## src/rtl/command_decoder_pkg.sv

```systemverilog
// Shared SUMP command definitions: opcodes, receive-state enum and the
// decoded strobe bundle.
package command_decoder_pkg;

    localparam logic [7:0] OP_RESET     = 8'h00;
    localparam logic [7:0] OP_ARM       = 8'h01;
    localparam logic [7:0] OP_ID        = 8'h02;
    localparam logic [7:0] OP_XON       = 8'h11;
    localparam logic [7:0] OP_XOFF      = 8'h13;
    localparam logic [7:0] OP_DIV       = 8'h80;
    localparam logic [7:0] OP_SIZE      = 8'h81;
    localparam logic [7:0] OP_FLAGS     = 8'h82;
    localparam logic [7:0] OP_TRIG_BASE = 8'hC0;

    typedef enum logic {
        IDLE = 1'b0,
        ARG  = 1'b1
    } state_t;

    typedef struct packed {
        logic       soft_reset;
        logic       arm;
        logic       send_id;
        logic       xon;
        logic       xoff;
        logic       wr_divider;
        logic       wr_size;
        logic       wr_flags;
        logic [3:0] wr_trig_mask;
        logic [3:0] wr_trig_value;
        logic [3:0] wr_trig_config;
    } strobe_t;

endpackage

```

## src/rtl/command_timeout.sv

```systemverilog
// Inter-byte idle counter; expired flags the clock on which the
// TIMEOUT_CYCLES-th consecutive idle clock is reached.
module command_timeout #(
    parameter int TIMEOUT_CYCLES = 1_000_000
) (
    input  logic clock,
    input  logic reset,
    input  logic clear,
    input  logic enable,
    output logic expired
);

    localparam int CW = (TIMEOUT_CYCLES > 2) ? $clog2(TIMEOUT_CYCLES) : 1;
    localparam logic [CW-1:0] LAST = CW'(TIMEOUT_CYCLES - 1);

    logic [CW-1:0] count;

    assign expired = enable && !clear && (count == LAST);

    always_ff @(posedge clock or posedge reset) begin
        if (reset) begin
            count <= '0;
        end else if (clear || expired) begin
            count <= '0;
        end else if (enable) begin
            count <= count + 1'b1;
        end
    end

endmodule

```

## src/rtl/command_decoder.sv

```systemverilog
// Assembles the SUMP byte stream into short/long commands and emits
// registered opcode, argument and one-cycle decoded strobes.
module command_decoder
    import command_decoder_pkg::*;
#(
    parameter int TIMEOUT_CYCLES = 1_000_000
) (
    input  logic        clock,
    input  logic        reset,
    input  logic [7:0]  rxByte,
    input  logic        rxValid,
    output logic [7:0]  opcode,
    output logic [31:0] data,
    output logic        cmdValid,
    output logic        softReset,
    output logic        arm,
    output logic        sendId,
    output logic        xon,
    output logic        xoff,
    output logic        wrDivider,
    output logic        wrSize,
    output logic        wrFlags,
    output logic [3:0]  wrTrigMask,
    output logic [3:0]  wrTrigValue,
    output logic [3:0]  wrTrigConfig,
    output logic        busy
);

    state_t      state;
    logic [7:0]  pending;
    logic [1:0]  arg_count;
    logic [23:0] arg_shift;
    logic        expired;
    logic        in_arg;
    logic        done_short;
    logic        done_long;
    logic [7:0]  done_op;
    strobe_t     strobe_d;
    strobe_t     strobe_q;

    assign in_arg     = (state == ARG);
    assign done_short = !in_arg && rxValid && !rxByte[7];
    assign done_long  = in_arg && rxValid && (arg_count == 2'd3);
    assign done_op    = in_arg ? pending : rxByte;

    command_timeout #(
        .TIMEOUT_CYCLES(TIMEOUT_CYCLES)
    ) u_timeout (
        .clock  (clock),
        .reset  (reset),
        .clear  (!in_arg || rxValid),
        .enable (in_arg),
        .expired(expired)
    );

    always_comb begin
        strobe_d = '0;
        if (done_short || done_long) begin
            case (done_op)
                OP_RESET: strobe_d.soft_reset = 1'b1;
                OP_ARM:   strobe_d.arm        = 1'b1;
                OP_ID:    strobe_d.send_id    = 1'b1;
                OP_XON:   strobe_d.xon        = 1'b1;
                OP_XOFF:  strobe_d.xoff       = 1'b1;
                OP_DIV:   strobe_d.wr_divider = 1'b1;
                OP_SIZE:  strobe_d.wr_size    = 1'b1;
                OP_FLAGS: strobe_d.wr_flags   = 1'b1;
                default: begin
                    // 0xC0..0xCF: bits [3:2] select the stage, [1:0] the register
                    if (done_op[7:4] == OP_TRIG_BASE[7:4]) begin
                        case (done_op[1:0])
                            2'd0: strobe_d.wr_trig_mask[done_op[3:2]]   = 1'b1;
                            2'd1: strobe_d.wr_trig_value[done_op[3:2]]  = 1'b1;
                            2'd2: strobe_d.wr_trig_config[done_op[3:2]] = 1'b1;
                            default: ;
                        endcase
                    end
                end
            endcase
        end
    end

    always_ff @(posedge clock or posedge reset) begin
        if (reset) begin
            state     <= IDLE;
            pending   <= '0;
            arg_count <= '0;
            arg_shift <= '0;
            opcode    <= '0;
            data      <= '0;
            cmdValid  <= 1'b0;
            busy      <= 1'b0;
            strobe_q  <= '0;
        end else begin
            strobe_q <= strobe_d;
            cmdValid <= done_short || done_long;
            case (state)
                IDLE: begin
                    if (rxValid) begin
                        if (!rxByte[7]) begin
                            opcode <= rxByte;
                        end else begin
                            pending   <= rxByte;
                            arg_shift <= '0;
                            arg_count <= '0;
                            busy      <= 1'b1;
                            state     <= ARG;
                        end
                    end
                end
                ARG: begin
                    if (rxValid) begin
                        arg_shift <= {rxByte, arg_shift[23:8]};
                        arg_count <= arg_count + 2'd1;
                        if (arg_count == 2'd3) begin
                            opcode <= pending;
                            data   <= {rxByte, arg_shift};
                            busy   <= 1'b0;
                            state  <= IDLE;
                        end
                    end else if (expired) begin
                        busy  <= 1'b0;
                        state <= IDLE;
                    end
                end
                default: state <= IDLE;
            endcase
        end
    end

    assign softReset    = strobe_q.soft_reset;
    assign arm          = strobe_q.arm;
    assign sendId       = strobe_q.send_id;
    assign xon          = strobe_q.xon;
    assign xoff         = strobe_q.xoff;
    assign wrDivider    = strobe_q.wr_divider;
    assign wrSize       = strobe_q.wr_size;
    assign wrFlags      = strobe_q.wr_flags;
    assign wrTrigMask   = strobe_q.wr_trig_mask;
    assign wrTrigValue  = strobe_q.wr_trig_value;
    assign wrTrigConfig = strobe_q.wr_trig_config;

endmodule

```

## config.mk

```make
export PLATFORM = sky130hd
export DESIGN_NAME = command_decoder
export DESIGN_NICKNAME = d
export VERILOG_FILES = /design/src/rtl/command_decoder_pkg.sv /design/src/rtl/command_timeout.sv /design/src/rtl/command_decoder.sv
export SDC_FILE = /design/constraint.sdc
export NUM_CORES = 1
export LEC_CHECK = 0
export ABC_AREA = 1
export CORE_ASPECT_RATIO = 0.8
export CORE_MARGIN = 10
export CORE_UTILIZATION = 49
export CTS_CLUSTER_DIAMETER = 100
export DETAILED_ROUTE_END_ITERATION = 6
export GPL_TIMING_DRIVEN = 0
export PLACE_DENSITY = 0.77
export SYNTH_ARGS = -nofsm -noshare
export SYNTH_HDL_FRONTEND = slang
export SYNTH_SLANG_ARGS = --single-unit
```

## constraint.sdc

```tcl
create_clock -name clock -period 3.4 [get_ports clock]
set_clock_uncertainty 0.2 [all_clocks]
set_input_delay 0.34 -clock clock [delete_from_list [all_inputs] [get_ports clock]]
set_output_delay 0.34 -clock clock [all_outputs]
set_load 0.02 [all_outputs]
```

==> qor.csv <==
stage;metric;value;unit
global_route;gr-usage-all-layers;17.3;%
yosys;synthSimpleGateAreaFrac;20.3;%
sta;layout_min_cycle_time;2090;ps
yosys;synth_most_common_cell;dfrtp_1;
worst_hold_path;worst_hold_path_type;in -> async;
layout;drive_gt1_share;10.4;%
sta;slew_violations;0;
critical_path;slowest_stage;o21ai_0;
clock_network;cts-resized-gates;0;
placement;gp_congestion;0.888;
sta;setup_viol;0;
drt;totalWireLength;11.8;mm
drt;via_per_inst;5.07;
sta;finalHoldViolCount;0;
yosys;ys.flop_type;dfrtp_1;
global_route;gr-total-overflow;0;
critical_path;start_kind;register;
yosys;synth_fa_ha_area_share;0.514;%
critical_path;cp_common_cell;nand3_2;
critical_path;crit_path_end_kind;register;
power;intPower;3.61;mW
global_route;grt_max_degree;45;
placement;portBuffers;72;
critical_path;crit_chain;buf_6 -> o21ai_0 -> nand2_1 -> inv_1 -> nand3_2 -> nand3_2 -> nor2_1;
yosys;yosys_register_bits;117;
yosys;netlist.area_leader.share;60.1;%
clock_network;clk_latency;410;ps
sta;rsz0062_at_grt;false;
power;ir_drop;0.000489;V
clock_network;clock_tree.root_cell;clkbuf_16;
sta;tightest_slew;817;ps
sta;post-route-period-util;61.5;%
yosys;ys_types;30;
power;p_sw;1.80;mW
global_route;grt_pass1_wl;20.0;mm
critical_path;worstSetupPathType;reg -> reg;
yosys;async_reset_ff_share;100;%
critical_path;cp.arrival;2180;ps
floorplan;core;9690;um2
power;total_power;5.41;mW
power;leakagePower;2.91;nW
layout;multi_input_area;1570;um2
layout;nFillCells;744;
drt;ant_nets;0;
yosys;synth_area;4870;um2
critical_path;worstPathMaxFanout;10;
power;power_per_cell_area;842;nW/um2
yosys;ys_seq_area_share;60.1;%
power;p_seq_share;35.5;%
yosys;synth_top_area_cell;dfrtp_1;
yosys;ys_top_cells_by_count;dfrtp_1 (117), nand2_1 (110), inv_1 (72);
sta;clock.fmax;478;MHz
clock_network;numCtsBuffers;17;
drt;initialDrtViolationCount;330;
clock_network;clockBufferDepth;2;
yosys;avgSynthCellArea;9.24;um2
clock_network;htreeDepth;4;
status;outcome;completed;
critical_path;cp_top_family;compound AO/OA/AOI/OAI gates;
floorplan;dieWidth;131;um
critical_path;cp_slowest_stage_delay;580;ps
placement;dp_hpwl;8.32;mm
layout;antenna_cells;0;
yosys;synth_area_leaders;dfrtp_1 (60%), nand2_1 (8.5%), inv_1 (5.5%);
floorplan;io_pins;73;
clock_network;cts_setup_buffers;0;
layout;finalNetCount;633;
clock_network;clock_sinks;117;
power;combPwrFrac;30.4;%
clock_network;clk_pin_slew;50;ps
yosys;synthXorXnorAreaFrac;1.80;%
drt;firstDrtPassIters;5;
clock_network;cts_tree;done;
sta;setup_tns;0;ps
critical_path;critPathRequiredTime;3490;ps
yosys;syn_inst;527;
yosys;synthMuxAreaShare;0;%
global_route;grt_pass1_vias;4036;
drt;routedWlPerCell;15.4;um
clock_network;cts_hold_buffers;0;
power;p_clk_share;34.1;%
layout;synthToLayoutAreaGrowth;31.9;%
power;switching_share;33.3;%
critical_path;cp.buffers_inverters;2;
floorplan;die_y;109;um
floorplan;die_area;14400;um2
critical_path;rrSetupSlack;1310;ps
yosys;synth_top_family_by_area;simple AND/OR/NAND/NOR gates;
layout;ff_latch_area;2930;um2
floorplan;row_count;32;
yosys;syn_nets;540;
yosys;yosys_warnings;0;
floorplan;initial_core_util;50.3;%
yosys;synth-edff-count;0;
sta;max_slew_margin;45.4;%
drt;via_count;3899;
sta;hold_slack;230;ps
yosys;synth_compound_area_share;9.48;%
drt;drc_errors;0;
run;max-cap-violations;0;
global_route;antenna_found_initial;0;
[final timing paths]
path / start / endpoint / cells past startpoint
worst max-delay path: in_arg / wrTrigConfig[2] / 7
worst min-delay path: reset / data[6] / 2
worst max register to register: in_arg / wrTrigConfig[2] / 7
worst min register to register: pending[7] / pending[7] / 2
max in group asynchronous: reset / opcode[3] / 3
min in group clock: pending[7] / pending[7] / 2
[cell families (layout without fill, tap and decap cells)]
family / after synthesis / count (layout)
flops: 117 / 117
xor+xnor: 10 / 10
fa+ha+maj: 2 / 2
compound gates: 80 / 80
simple gates: 227 / 227
buf+inv: 91 / 197
[power groups by stage]
stage	Combinational (mW)	Sequential (mW)	Clock (mW)
final	1.64	1.92	1.85
after global routing	1.81	1.96	1.93
after CTS	1.66	1.92	1.86
after detailed placement	1.63	1.93	0
after global placement	1.58	1.93	0
after floorplan	0.726	2.15	0
[per-layer routing]
layer	vias up	global-route usage (%)	routed length (um)
met1	1927	20.4	5100
met5	-	0	0
met2	96	28.4	5750
met4	0	6.34	138
met3	16	6.89	835
li1	1860	-	-
[cell type report]
class,count,share of cell area (%)
Multi-Input combinational cell,319,24.4
Timing Repair Buffer,74,11.8
Tap cell,136,2.65
Clock inverter,10,2.26
Sequential cell,117,45.6
Inverter,74,4.38
Clock buffer,22,7.38
Buffer,17,1.56
[through the flow]
stage	worst slack, ps	instances	util (%)	area [um2]
2_1_floorplan	1430	527	-	4870
3_5_place_dp	1080	737	59.9	5810
5_1_grt	1120	769	66.3	6420
4_1_cts	1380	769	66.3	6420
3_3_place_gp	411	735	59.5	5770
6_report	1310	769	66.3	6420
[registers in the layout, indices dropped and copies added (netlist names), 2 cells and up]
| register | cells |
|---|---|
| opcode | 8 |
| pending | 8 |
| data | 32 |
| u_timeout.count | 20 |
| wrTrigValue | 4 |
| wrTrigConfig | 4 |
| arg_count | 2 |
| wrTrigMask | 4 |
| arg_shift | 24 |
[layout by cell type, fill, tap and decap left out, types with 4 or more instances in the layout]
cell / count
nor3_1: 5
nand2_1: 110
o22ai_1: 24
nand3_1: 18
dfrtp_1: 117
nor2_1: 71
xor2_1: 7
clkbuf_1: 7
o21ai_2: 4
clkdlybuf4s50_1: 72
buf_2: 10
inv_1: 71
nand4_1: 7
o21ai_0: 46
nand3_2: 4
clkbuf_16: 17
(Power assumes the default switching activity.)
